### src/rtl/ysyx_22040365_ifu.sv
// ysyx_22040365_ifu -- instruction fetch unit.
//
// This unit fetches one instruction at a time from instruction memory and
// presents it to the decode stage. No more than one memory request is
// outstanding at any time. Redirects from execute replace the fetch pc. A
// response that is still in flight when a redirect arrives is discarded
// through the kill flag. A fetch fault, either an access error or a
// misaligned redirect target, is presented once as a NOP marked with
// id_fault. The unit then halts until the next redirect or reset.
//
// Ports:
//   clk, rst                 clock; synchronous active-low reset
//   imem_req_valid/ready     request handshake; imem_req_addr is the address
//   imem_rsp_valid/data/err  response; used only while waiting for it
//   redirect_valid/pc        control-flow redirect from execute
//   id_valid/ready           decode handshake; id_inst/id_pc/id_fault payload
//   dbg_state                current FSM state (REQ=0, WAIT=1, HOLD=2, HALT=3)
//
// Handshakes: a transfer happens on a rising edge where valid and ready are
// both 1. The payload holds steady while valid=1 and ready=0. The only
// exception is a redirect, which may change the request address.
module ysyx_22040365_ifu #(
    parameter logic [63:0] RESET_PC = 64'h0000_0000_8000_0000
) (
    input  logic        clk,
    input  logic        rst,
    output logic        imem_req_valid,
    input  logic        imem_req_ready,
    output logic [63:0] imem_req_addr,
    input  logic        imem_rsp_valid,
    input  logic [31:0] imem_rsp_data,
    input  logic        imem_rsp_err,
    input  logic        redirect_valid,
    input  logic [63:0] redirect_pc,
    output logic        id_valid,
    input  logic        id_ready,
    output logic [31:0] id_inst,
    output logic [63:0] id_pc,
    output logic        id_fault,
    output logic [1:0]  dbg_state
);

    typedef enum logic [1:0] {
        S_REQ  = 2'd0,
        S_WAIT = 2'd1,
        S_HOLD = 2'd2,
        S_HALT = 2'd3
    } state_t;

    localparam logic [31:0] NOP = 32'h0000_0013;

    state_t      state;
    logic [63:0] pc;
    logic        kill;   // the in-flight response belongs to a stale pc

    // The rst term keeps the request low during every reset cycle. It stays
    // low even before the first reset edge has forced the state to REQ.
    assign imem_req_valid = rst && (state == S_REQ);
    assign imem_req_addr  = pc;
    assign id_valid       = (state == S_HOLD);
    assign dbg_state      = state;

    always_ff @(posedge clk) begin
        if (!rst) begin
            state    <= S_REQ;
            pc       <= RESET_PC;
            kill     <= 1'b0;
            id_inst  <= NOP;
            id_pc    <= RESET_PC;
            id_fault <= 1'b0;
        end else if (redirect_valid) begin
            pc <= redirect_pc;
            if (redirect_pc[1:0] != 2'b00) begin
                // Misaligned target: fault straight to decode, no request.
                state    <= S_HOLD;
                kill     <= 1'b0;
                id_inst  <= NOP;
                id_pc    <= redirect_pc;
                id_fault <= 1'b1;
            end else begin
                case (state)
                    S_REQ: begin
                        // If this cycle's request is accepted, its response is stale.
                        kill  <= imem_req_ready;
                        state <= imem_req_ready ? S_WAIT : S_REQ;
                    end
                    S_WAIT: begin
                        if (imem_rsp_valid) begin
                            // The stale response lands in this same cycle; drop it now.
                            kill  <= 1'b0;
                            state <= S_REQ;
                        end else begin
                            kill <= 1'b1;
                        end
                    end
                    default: begin
                        // Drop the held instruction, or leave HALT.
                        kill  <= 1'b0;
                        state <= S_REQ;
                    end
                endcase
            end
        end else begin
            case (state)
                S_REQ: begin
                    if (imem_req_ready) begin
                        state <= S_WAIT;
                    end
                end
                S_WAIT: begin
                    if (imem_rsp_valid) begin
                        if (kill) begin
                            kill  <= 1'b0;
                            state <= S_REQ;
                        end else begin
                            id_inst  <= imem_rsp_err ? NOP : imem_rsp_data;
                            id_pc    <= pc;
                            id_fault <= imem_rsp_err;
                            state    <= S_HOLD;
                        end
                    end
                end
                S_HOLD: begin
                    if (id_ready) begin
                        if (id_fault) begin
                            state <= S_HALT;
                        end else begin
                            pc    <= pc + 64'd4;
                            state <= S_REQ;
                        end
                    end
                end
                default: begin
                    state <= S_HALT;
                end
            endcase
        end
    end

endmodule

### config.mk
export PLATFORM = sky130hd
export DESIGN_NAME = ysyx_22040365_ifu
export DESIGN_NICKNAME = d
export VERILOG_FILES = /design/src/rtl/ysyx_22040365_ifu.sv
export SDC_FILE = /design/constraint.sdc
export NUM_CORES = 1
export LEC_CHECK = 0
export ABC_AREA = 1
export CORE_ASPECT_RATIO = 0.5
export CORE_UTILIZATION = 52
export DETAILED_ROUTE_END_ITERATION = 7
export PLACE_DENSITY = 0.84
export SYNTH_ARGS = -nofsm -noshare
export SYNTH_HDL_FRONTEND = slang
export SYNTH_SLANG_ARGS = --single-unit
export TNS_END_PERCENT = 20
### constraint.sdc
create_clock -name clk -period 3.4 [get_ports clk]
set_input_delay 0.68 -clock clk [delete_from_list [all_inputs] [get_ports clk]]
set_output_delay 0.68 -clock clk [all_outputs]
set_load 0.02 [all_outputs]
-- After elaboration in Yosys (flattened, before gate mapping)
Cells that the tools add are included.
- $add $sub $neg: 1
- multiply operators: 0
- div/mod/pow operators: 0
- $lt $le $gt $ge: 0
- equal/unequal tests: 9
- shift-type cells: 0
- muxes and demuxes: 37
- bitwise logic cells: 0
- reduce and logical (&&, ||, !) cells: 11
- operators by type and width (kind ; number):
    two-way mux 64 bit ; 9
    two-way mux 32 bit ; 6
    adder 64 x 3 -> 64 bit, second input constant ; 1
    two-way mux 2 bit ; 8
    two-way mux 1 bit ; 11
    nonzero test 2 bit ; 5
    != test 3 bit, second input constant ; 3
    AND reduction 4 bit ; 2
    case mux 2 bit (3 select lines) ; 1
    != test 2 bit, second input constant ; 2
    case mux 2 bit (2 select lines) ; 1
    != test 3 x 2 -> 1 bit, second input constant ; 1
    AND reduction 3 bit ; 1
    equality test 2 x 1 -> 1 bit, second input constant ; 1
    equality test 2 bit, second input constant ; 1
    logical NOT 2 bit ; 1
    != test 2 x 1 -> 1 bit, second input constant ; 1
    case mux 1 bit (2 select lines) ; 1
    AND reduction 2 bit ; 1
    logical AND 1 bit ; 1
- register bits: 164
- bits in latches: 0
- bits in writable memories: 0
- memory bits (read-only): 0
- input bits: 103
- output and inout port bits: 165
- logic and storage cells: 64
- memories: 0

-- Logic depth before layout (Yosys ltp)
- word-level depth: 5
- mapped depth: 12
- depth with buffers taken out: 12

-- Worst setup path after synthesis
No wires, ideal clock.
- kind: input to output
- from: input port rst
- to: output port imem_req_valid
- arrival time: 1.512 ns
- data required time: 2.720 ns
- setup slack: 1.208 ns
- stages: 4
- path buffers: 2
- cell sequence: clkinv_1 > clkbuf_1 > buf_1 > nor2_1
- cells in the longest elaborated chain, start to end: 1
- ends and longest elaborated chain (element ; line ; text):
    start, declared ; 26 ; input logic rst,
    logical AND 1 bit ; 58 ; assign imem_req_valid = rst && (state == S_REQ);
    end, declared ; 27 ; output logic imem_req_valid,
No other way between the ends.

-- Worst setup path after layout
- from: input port redirect_pc[1]
- to: register id_inst[21]
- cells in the longest elaborated chain, start to end: 3
- ends and longest elaborated chain (element ; line ; text):
    start, declared ; 34 ; input logic [63:0] redirect_pc,
    nonzero test 2 bit ; 73 ; if (redirect_pc[1:0] != 2'b00) begin
    != test 2 x 1 -> 1 bit (no source line) ; n/a ;
    AND reduction 4 bit (no source line) ; n/a ;
    end signal, assigned ; 116 ; id_inst <= imem_rsp_err ? NOP : imem_rsp_data;
    end, declared ; 37 ; output logic [31:0] id_inst,
No other way between the ends.
A chain may end at the register's enable or synchronous reset.

==> metrics.md <==
| Metric | Value |
|---|---|
| Die area | `0.01802 mm²` |
| Area leader, netlist | `dfxtp_1` |
| CTS tree | `yes` |
| Fmax | `between 0.3 and 0.4 GHz` |
| Critical Path AT | `around 3.1 ns` |
| Worst-path maximum fanout | `30` |
| PostCTS Resize Cnt | `0` |
| Register area | `between 0.003 and 0.004 mm²` |
| Worst Setup End Kind | `flop` |
| Buf/Inv on CP | `1` |
| R2R Path End | `id_inst[21]` |
| H-tree depth reported by CTS | `4` |
| Final min period | `between 2 and 3 ns` |
| Syn nets | `roughly 1.6k` |
| Dpl ws | `0.2954 ns` |
| Final Skew | `around 0.012 ns` |
| Final period utilization | `81.51%` |
| Fill count | `between 1k and 1.5k` |
| Delay-heaviest family, CP | `simple AND/OR/NAND/NOR gates` |
| Io pins | `around 270` |
| Synth Cell Area | `between 0.009 and 0.01 mm²` |
| Synth area leaders | `dfxtp_1, nand2_1, nor2_1` |
| Gpl congestion | `0.9523` |
| Fin. Hold Viols | `0` |
| Slowest-stage cell, CP | `nor2_2` |
| CP cell instances | `clkdlybuf4s50_1 -> o21ai_1 -> o21ai_1 -> nand2_1 -> nor2_2 -> a22oi_1 -> nor2_1` |
| Hold Crit Class | `reg -> reg` |
| Final nets | `around 1.8k` |
| Critical path depth | `7` |
| Reg2Reg Setup Slack | `around 0.90 ns` |
| Final wirelength | `35310 µm` |
| Reg2Reg Launch Point | `dbg_state[0]` |
| Num CTS Buffers | `17` |
| Final antenna-violating net count | `0` |
| Chip width | `between 150 and 200 µm` |
| Slew Viols, Final | `0` |
| Drt drc | `0` |
| Post-CTS setup buffer count | `0` |
| Initial antenna violation count | `1` |
| DRT iter0 DRCs | `1136` |
| Synth-to-layout area growth | `36.29%` |
| Number of global-route vias before repair | `about 10k` |
| Drt pass-1 iters | `7` |
| Antenna cells | `0` |
| Final Power | `5.479 mW` |
| Layout cell share with drive strength beyond 1 | `4.982%` |
| Top cell type's share of synthesized area | `approximately 36%` |
| Post-Route Setup TNS | `0 ns` |
| CTS Buffer Depth | `2` |
| Die Y | `about 95 µm` |
| CP max stage delay | `a little under 1 ns` |
| Total grt overflow | `0` |
| Max_cap viols | `0` |
| Area of the multi-input gates | `about 0.0048 mm²` |
| R2R depth | `6` |
| Reg clk slew, reported paths | `approximately 0.08 ns` |
| Critical Path Start Type | `input port` |
| Total track usage | `about two fifths` |
| Starting density of the core | `54.28%` |
| Crit path launch | `redirect_pc[1]` |
| # port buffers | `267` |
| Clk_lat worst skew | `between 0.4 and 0.5 ns` |
| Root Buffer | `clkbuf_16` |
| #FFs+latches synth | `between 150 and 200` |
| Post-CTS Hold Buffers | `0` |
| Placed cell count | `1881` |
| Vias | `around 11k` |
| Critical path start-end classification | `in -> reg` |
| Cells after Synth | `~1.5k` |
| Maximum VDD drop | `roughly 0.00038 V` |
| Hold Path Stages | `2` |
| Distinct cell type count after synthesis | `33` |
| RSZ-0062 raised after global routing | `false` |
| WP data required | `roughly 3.8 ns` |
| First-pass GRT wire length | `54680 µm` |
| PD cells | `around 440 mW/mm²` |
| CP dominant cell by count | `o21ai_1` |
| Setup ws final | `0.6286 ns` |
| Drt wl/cell | `18.46 µm` |
| Worst slew margin | `about 23%` |
| Fin cells | `about 1.9k` |
| HPWL after detailed placement | `approximately 25000 µm` |
| Leakage | `around 5.1 nW` |
| Slew @ Worst Pin | `about 1.2 ns` |
| Sequential share of the synthesized area | `36.17%` |
| Largest net degree at the start of global routing | `about 140` |
| Final number of setup-violating endpoints | `0` |
| Status | `complete, no violations` |
| Core Area | `approximately 0.017 mm²` |
| Worst setup path end | `id_inst[21]` |
| Drt via density | `between 5 and 6` |
| Row count | `33` |
| Clk sinks | `roughly 160` |
| Syn avg cell area | `6.247 µm²` |
| Ys Warns | `0` |
[Yosys cell counts (all sizes together)]
master / n
nand2: 324
nor2: 251
inv: 166
dfxtp: 164
a21oi: 152
o21ai: 114
nand3: 100
buf: 41
clkbuf: 34
a31oi: 32
a22oi: 30
nand4: 21
nor3: 8
o211ai: 6
clkinv: 3
a311oi: 1
ha: 1
nor3b: 1
nor4: 1
o22ai: 1
or2: 1
xnor2: 1
[worst min-delay path, stage by stage (launching register included)]
cell and delay, ns:
dfxtp_1 0.33, nand2_1 0.06, nand3_1 0.07
[how the worst min path moves through the flow]
stage / end / slack, ns / from
6_report: id_inst[1] / 0.48 / id_inst[1]
4_1_cts: id_inst[1] / 0.48 / id_inst[1]
2_1_floorplan: kill / 0.50 / kill
3_3_place_gp: id_inst[0] / 0.45 / id_inst[0]
3_5_place_dp: id_inst[1] / 0.46 / id_inst[1]
5_1_grt: id_inst[1] / 0.52 / id_inst[1]
[flip-flops by register name, summed over array words and instances, names as in the netlist]
name / count
id_fault: 1
id_pc: 64
imem_req_addr: 64
id_inst: 32
kill: 1
dbg_state: 2
[kinds of logic (layout without fill, tap and decap cells)]
family / count (synthesis) / in the layout / share of synthesized area [%]
simple gates: 707 / 707 / 32.94
flops: 164 / 164 / 36.17
compound gates: 336 / 336 / 20.01
fa+ha+maj: 1 / 1 / 0.1378
buf+inv: 244 / 477 / 10.64
xor+xnor: 1 / 1 / 0.09650
[power breakdown]
part	total (mW)	leakage (nW)	internal, mW	switching [mW]
Clock	1.98	0.289	1.06	0.920
Combinational	1.27	3.50	0.546	0.720
Sequential	2.23	1.35	2.08	0.158
[cells in the final DEF (no fill, tap or decap), drive strengths merged, types with 30 or more instances in the layout]
cell type	instances
nor2	251
clkdlybuf4s50	265
o21ai	114
a21oi	152
nand3	100
dfxtp	164
nand2	324
inv	175
a22oi	30
a31oi	32
[per-layer routing]
layer / track usage [%] / wire, µm / vias up
met3: 9.643 / 3415 / 87
met1: 49.75 / 14690 / 5282
li1: - / - / 5210
met4: 15.59 / 1130 / 0
met2: 64.83 / 16070 / 610
met5: 0 / 0 / -
[stage by stage]
step	hold WS (ns)	instance area [µm²]	util, %
2_1_floorplan	0.4981	9077	-
3_3_place_gp	0.4549	11790	70.51
3_5_place_dp	0.4630	11790	70.51
4_1_cts	0.4846	12370	73.98
5_1_grt	0.5167	12370	73.98
6_report	0.4840	12370	73.98
[area by class of cell]
class                      instances  area share (%)
inverter                         169           5.127
multi-input combinational       1045           39.05
clock buffer                      19           3.580
tap                              227           2.296
timing repair buffer             276           22.29
sequential                       164           26.54
clock inverter                    13           1.123
Note: power is estimated with default switching activity, not from simulation.
==> RTL edit 1, RTL diff (same flow settings) <==
Reset style: asynchronous (`rst`), changed in one clocked block. Comments in the files are not updated.
--- a/src/rtl/ysyx_22040365_ifu.sv
+++ b/src/rtl/ysyx_22040365_ifu.sv
@@ -60,7 +60,7 @@
     assign id_valid       = (state == S_HOLD);
     assign dbg_state      = state;
 
-    always_ff @(posedge clk) begin
+    always_ff @(posedge clk or negedge rst) begin
         if (!rst) begin
             state    <= S_REQ;
             pc       <= RESET_PC;
Formal check against the unedited RTL: differs if rst is asserted again (counterexample within 4 cycles, from zero or initial values and one cycle with rst low); with rst held inactive, the same outputs for 4 cycles.
==> RTL edit 1 against the unedited design <==
Global-route usage shrank 5.2 points. Wire length shrank 16%. Die area shrank 1.8%. Setup slack gained 0.28 ns. Count of clock-buffer cells in the layout shrank 2. Area after synthesis shrank 1.9%. Sequential cell count is the same. Cell area shrank 0.46%. Largest cell class unchanged.
Power is not compared: it rests on default switching activity, and its combinational part moved more than twofold at a synthesized area within 25%.
==> RTL edit 1: results (changes against the unedited design) <==
stage,metric,value,unit,change
place,Post-Place Cells,1638,,-13%
setup_path,end of the critical path,id_inst[22],,
logic_synthesis,Netlist cell types,46,,+39%
logic_synthesis,most used flip-flop cell after synthesis,dfrtp_1,,
sta,PnR worst setup slack,0.907,ns,+0.279 ns
grt,largest net degree at the start of global routing,165,,+17%
grt,vias in the first global route,8818,,-15%
setup_path,max incr delay on CP,0.49,ns,-0.49 ns
setup_path,crit-path leading delay family,buffers and inverters,,
logic_synthesis,area share of fa/ha/maj cells after synthesis,0.140,%,+0.0026 points
logic_synthesis,async set-reset flop share out of synthesis,100,%,+100 points
place,placer's final routability congestion estimate,0.952,,about the same
logic_synthesis,compound-gate portion of the synthesized area,13.6,%,-6.4 points
sta,Clock Skews,0.0128,ns,+0.000370 ns
drt,Wirelength per Cell,17.7,um,-3.9%
grt,first-pass GRT wire length,46.6,mm,-15%
final_layout,share of layout cells above drive strength 1,6.44,%,+1.5 points
logic_synthesis,xor-xnor portion of the synthesized cell area,0,%,-0.096 points
setup_path,"Slowest-stage cell, CP",clkdlybuf4s50_1,,
grt,antenna violations before repair,0,,-1
logic_synthesis,commonest cells in the synthesized netlist,"nand2_1 (400), dfrtp_1 (159), nor2_1 (134)",,
setup_path,R2R Setup Slk,1.11,ns,+0.21 ns
drt,initial DRC count,784,,-31%
final_layout,# nets final,1534,,-14%
logic_synthesis,synthesized netlist cell count,1183,,-19%
place,setup slack at placement,0.495,ns,+0.200 ns
pwr,Final Power,7.80,mW,
place,post-DP HPWL,21.7,mm,-14%
setup_path,reg2reg path depth,9,,+3
status,status,finished clean,,
## RTL edit 1: how the worst min path moves through the flow
stage / endpoint / cells past startpoint
after CTS: id_pc[62] / 2
after detailed placement: id_pc[18] / 2
final: id_pc[62] / 2
after global routing: imem_req_addr[1] / 2
after floorplan: dbg_state[0] / 0
after global placement: id_pc[12] / 2
## RTL edit 1: per-layer routing
metal / up-vias / track usage (%) / share of wire [%]
li1: 4377 / - / -
met1: 4503 / 47.3 / 44
met2: 440 / 54.2 / 45
met3: 65 / 6.13 / 8.4
met4: 0 / 11.6 / 2.3
met5: - / 0 / 0
## RTL edit 1: final cells by class
| type | instances | area [um2] |
|---|---|---|
| Tap cell | 227 | 284 |
| Multi-Input combinational cell | 880 | 4210 |
| Fill cell | 1278 | 4240 |
| Clock inverter | 15 | 169 |
| Sequential cell | 164 | 4110 |
| Timing Repair Buffer | 276 | 2780 |
| Inverter | 91 | 343 |
| Clock buffer | 17 | 425 |
==> RTL edit 2, RTL diff (config.mk and constraints unchanged) <==
Without the edit above. The parameter `RESET_PC` goes from 64'h0000_0000_8000_0000 to 64'h0000000060000000.
--- a/src/rtl/ysyx_22040365_ifu.sv
+++ b/src/rtl/ysyx_22040365_ifu.sv
@@ -20,7 +20,7 @@
 // both 1. The payload holds steady while valid=1 and ready=0. The only
 // exception is a redirect, which may change the request address.
 module ysyx_22040365_ifu #(
-    parameter logic [63:0] RESET_PC = 64'h0000_0000_8000_0000
+    parameter logic [63:0] RESET_PC = 64'h0000000060000000
 ) (
     input  logic        clk,
     input  logic        rst,
Function: changed (a bounded check fails within 4 cycles, from zero or initial values and one cycle with rst low).
==> RTL edit 2 against the unedited design <==
Area after synthesis decreased by 0.15%. Sequential share of layout area about the same. Total power is 0.21% lower. Setup slack improved by 0.25 ns. Sequential cell count did not move. Wire length grew 2.8%. Fmax is 10% higher. Cell area barely moved. First-iteration DRC count increased by 30%. Critical path type is now flop to output port.
==> RTL edit 2: results (changes against the unedited design) <==
stage,metric,value,unit,change
drt,drt first pass iters,8,,+1
status,status,finished clean,,
setup_path,crit path from,dbg_state[0],,
setup_path,crit path max fanout,6,,-80%
logic_synthesis,compound-gate portion of the synthesized area,20.0,%,-0.025 points
drt,initial DRC count,1477,,+30%
drt,DR vias/cell,5.86,,+0.13%
logic_synthesis,Synth Area per Inst,6.24,um2,about the same
setup_path,max incr delay on CP,0.63,ns,-0.35 ns
pwr,worst ir drop on vdd,0.000337,V,-11%
place,placer's final routability congestion estimate,0.936,,-1.7%
logic_synthesis,synthesized net count,1556,,-0.064%
setup_path,R2R Setup Slk,1.07,ns,+0.17 ns
clocking,root buffer cell,clkbuf_16,,
logic_synthesis,commonest cells in the synthesized netlist,"nand2_1 (318), nor2_1 (236), dfxtp_1 (164)",,
setup_path,"Slowest-stage cell, CP",clkdlybuf4s50_1,,
logic_synthesis,most used flip-flop cell after synthesis,dfxtp_1,,
grt,vias in the first global route,10500,,+1.2%
worst_hold_path,HP Start,id_inst[1],,
grt,first-pass GRT wire length,55.7,mm,+1.9%
clocking,PostCTS Resize Cnt,0,,unchanged
setup_path,worst r2r src,imem_req_addr[3],,
pwr,Pleak,5.13,nW,about the same
sta,Clock Skews,0.0165,ns,+0.00414 ns
sta,Tightest Pin Transition,1.00,ns,-0.158 ns
final_layout,Layout fillers,1278,,-1.5%
clocking,Clock Path Buffers,2,,unchanged
final_layout,share of layout cells above drive strength 1,4.56,%,-0.42 points
grt,gr usage total,39.9,%,+0.67 points
place,post-DP HPWL,26.2,mm,+3.8%
logic_synthesis,xor-xnor portion of the synthesized cell area,0.0966,%,+0.00015 points
logic_synthesis,Netlist cell types,33,,unchanged
clocking,clock transition at the registers of the reported paths,0.08,ns,about the same
final_layout,# nets final,1778,,+0.056%
logic_synthesis,sequential area share after synthesis,36.2,%,+0.055 points
place,DP Area,11800,um2,about the same
clocking,post-CTS setup buffers,0,,unchanged
final_layout,final non-filler cell total,1915,,+0.10%
setup_path,crit path DAT,1.84,ns,-1.30 ns
grt,largest net degree at the start of global routing,125,,-11%
drt,Wirelength per Cell,19.0,um,+2.7%
logic_synthesis,area share of fa/ha/maj cells after synthesis,0.138,%,+0.00021 points
logic_synthesis,Synth area leaders,"dfxtp_1 (36%), nand2_1 (13%), nor2_1 (9.8%)",,
logic_synthesis,Yosys warnings,0,,unchanged
clocking,number of buffers created by CTS,17,,unchanged
## RTL edit 2: routing by layer
layer	part of all wire (%)	up-vias	track usage, %	wire [um]
met5	0	-	0	0
met3	10	144	8.65	3750
li1	-	5187	-	-
met1	40	5133	50.8	14700
met2	45	751	66.1	16400
met4	3.9	0	17.1	1420
## RTL edit 2: path summary, 6_finish.rpt
path | endpoint | depth (start not counted)
worst max-delay path | imem_req_valid | 4
worst min-delay path | id_inst[1] | 2
worst max register to register | imem_req_addr[52] | 10
worst min register to register | id_inst[1] | 2
## RTL edit 2: through the flow
step | setup WS (ns) | hold WS, ns
after floorplan | 1.24 | 0.498
after global placement | 0.892 | 0.456
after detailed placement | 0.692 | 0.463
after CTS | 0.881 | 0.483
after global routing | 0.802 | 0.501
final | 0.882 | 0.480
## RTL edit 2: kinds of logic after synthesis
family / count (synthesis)
simple gates: 711
flops: 164
fa+ha+maj: 1
xor+xnor: 1
compound gates: 333
buf+inv: 242
## RTL edit 2: cell type report
class                           count  area share [%]
Antenna cell                        1          0.0202
Multi-Input combinational cell   1046            39.0
Clock buffer                       18            3.55
Clock inverter                     14            1.17
Inverter                          166            5.04
Sequential cell                   164            26.5
Timing Repair Buffer              279            22.4
Tap cell                          227            2.30
## RTL edit 2: critical path: cells and delay by family (launching register included)
| family | cells | cell delay (ns) |
|---|---|---|
| and+or+nand+nor | 2 | 0.29 |
| DFF | 1 | 0.39 |
| buffers and inverters | 2 | 0.71 |
## RTL edit 2: power by group
| group | switching (mW) | internal (mW) | leakage [nW] |
|---|---|---|---|
| logic | 0.725 | 0.548 | 3.50 |
| registers | 0.166 | 2.08 | 1.35 |
| clock network | 0.959 | 0.994 | 0.284 |
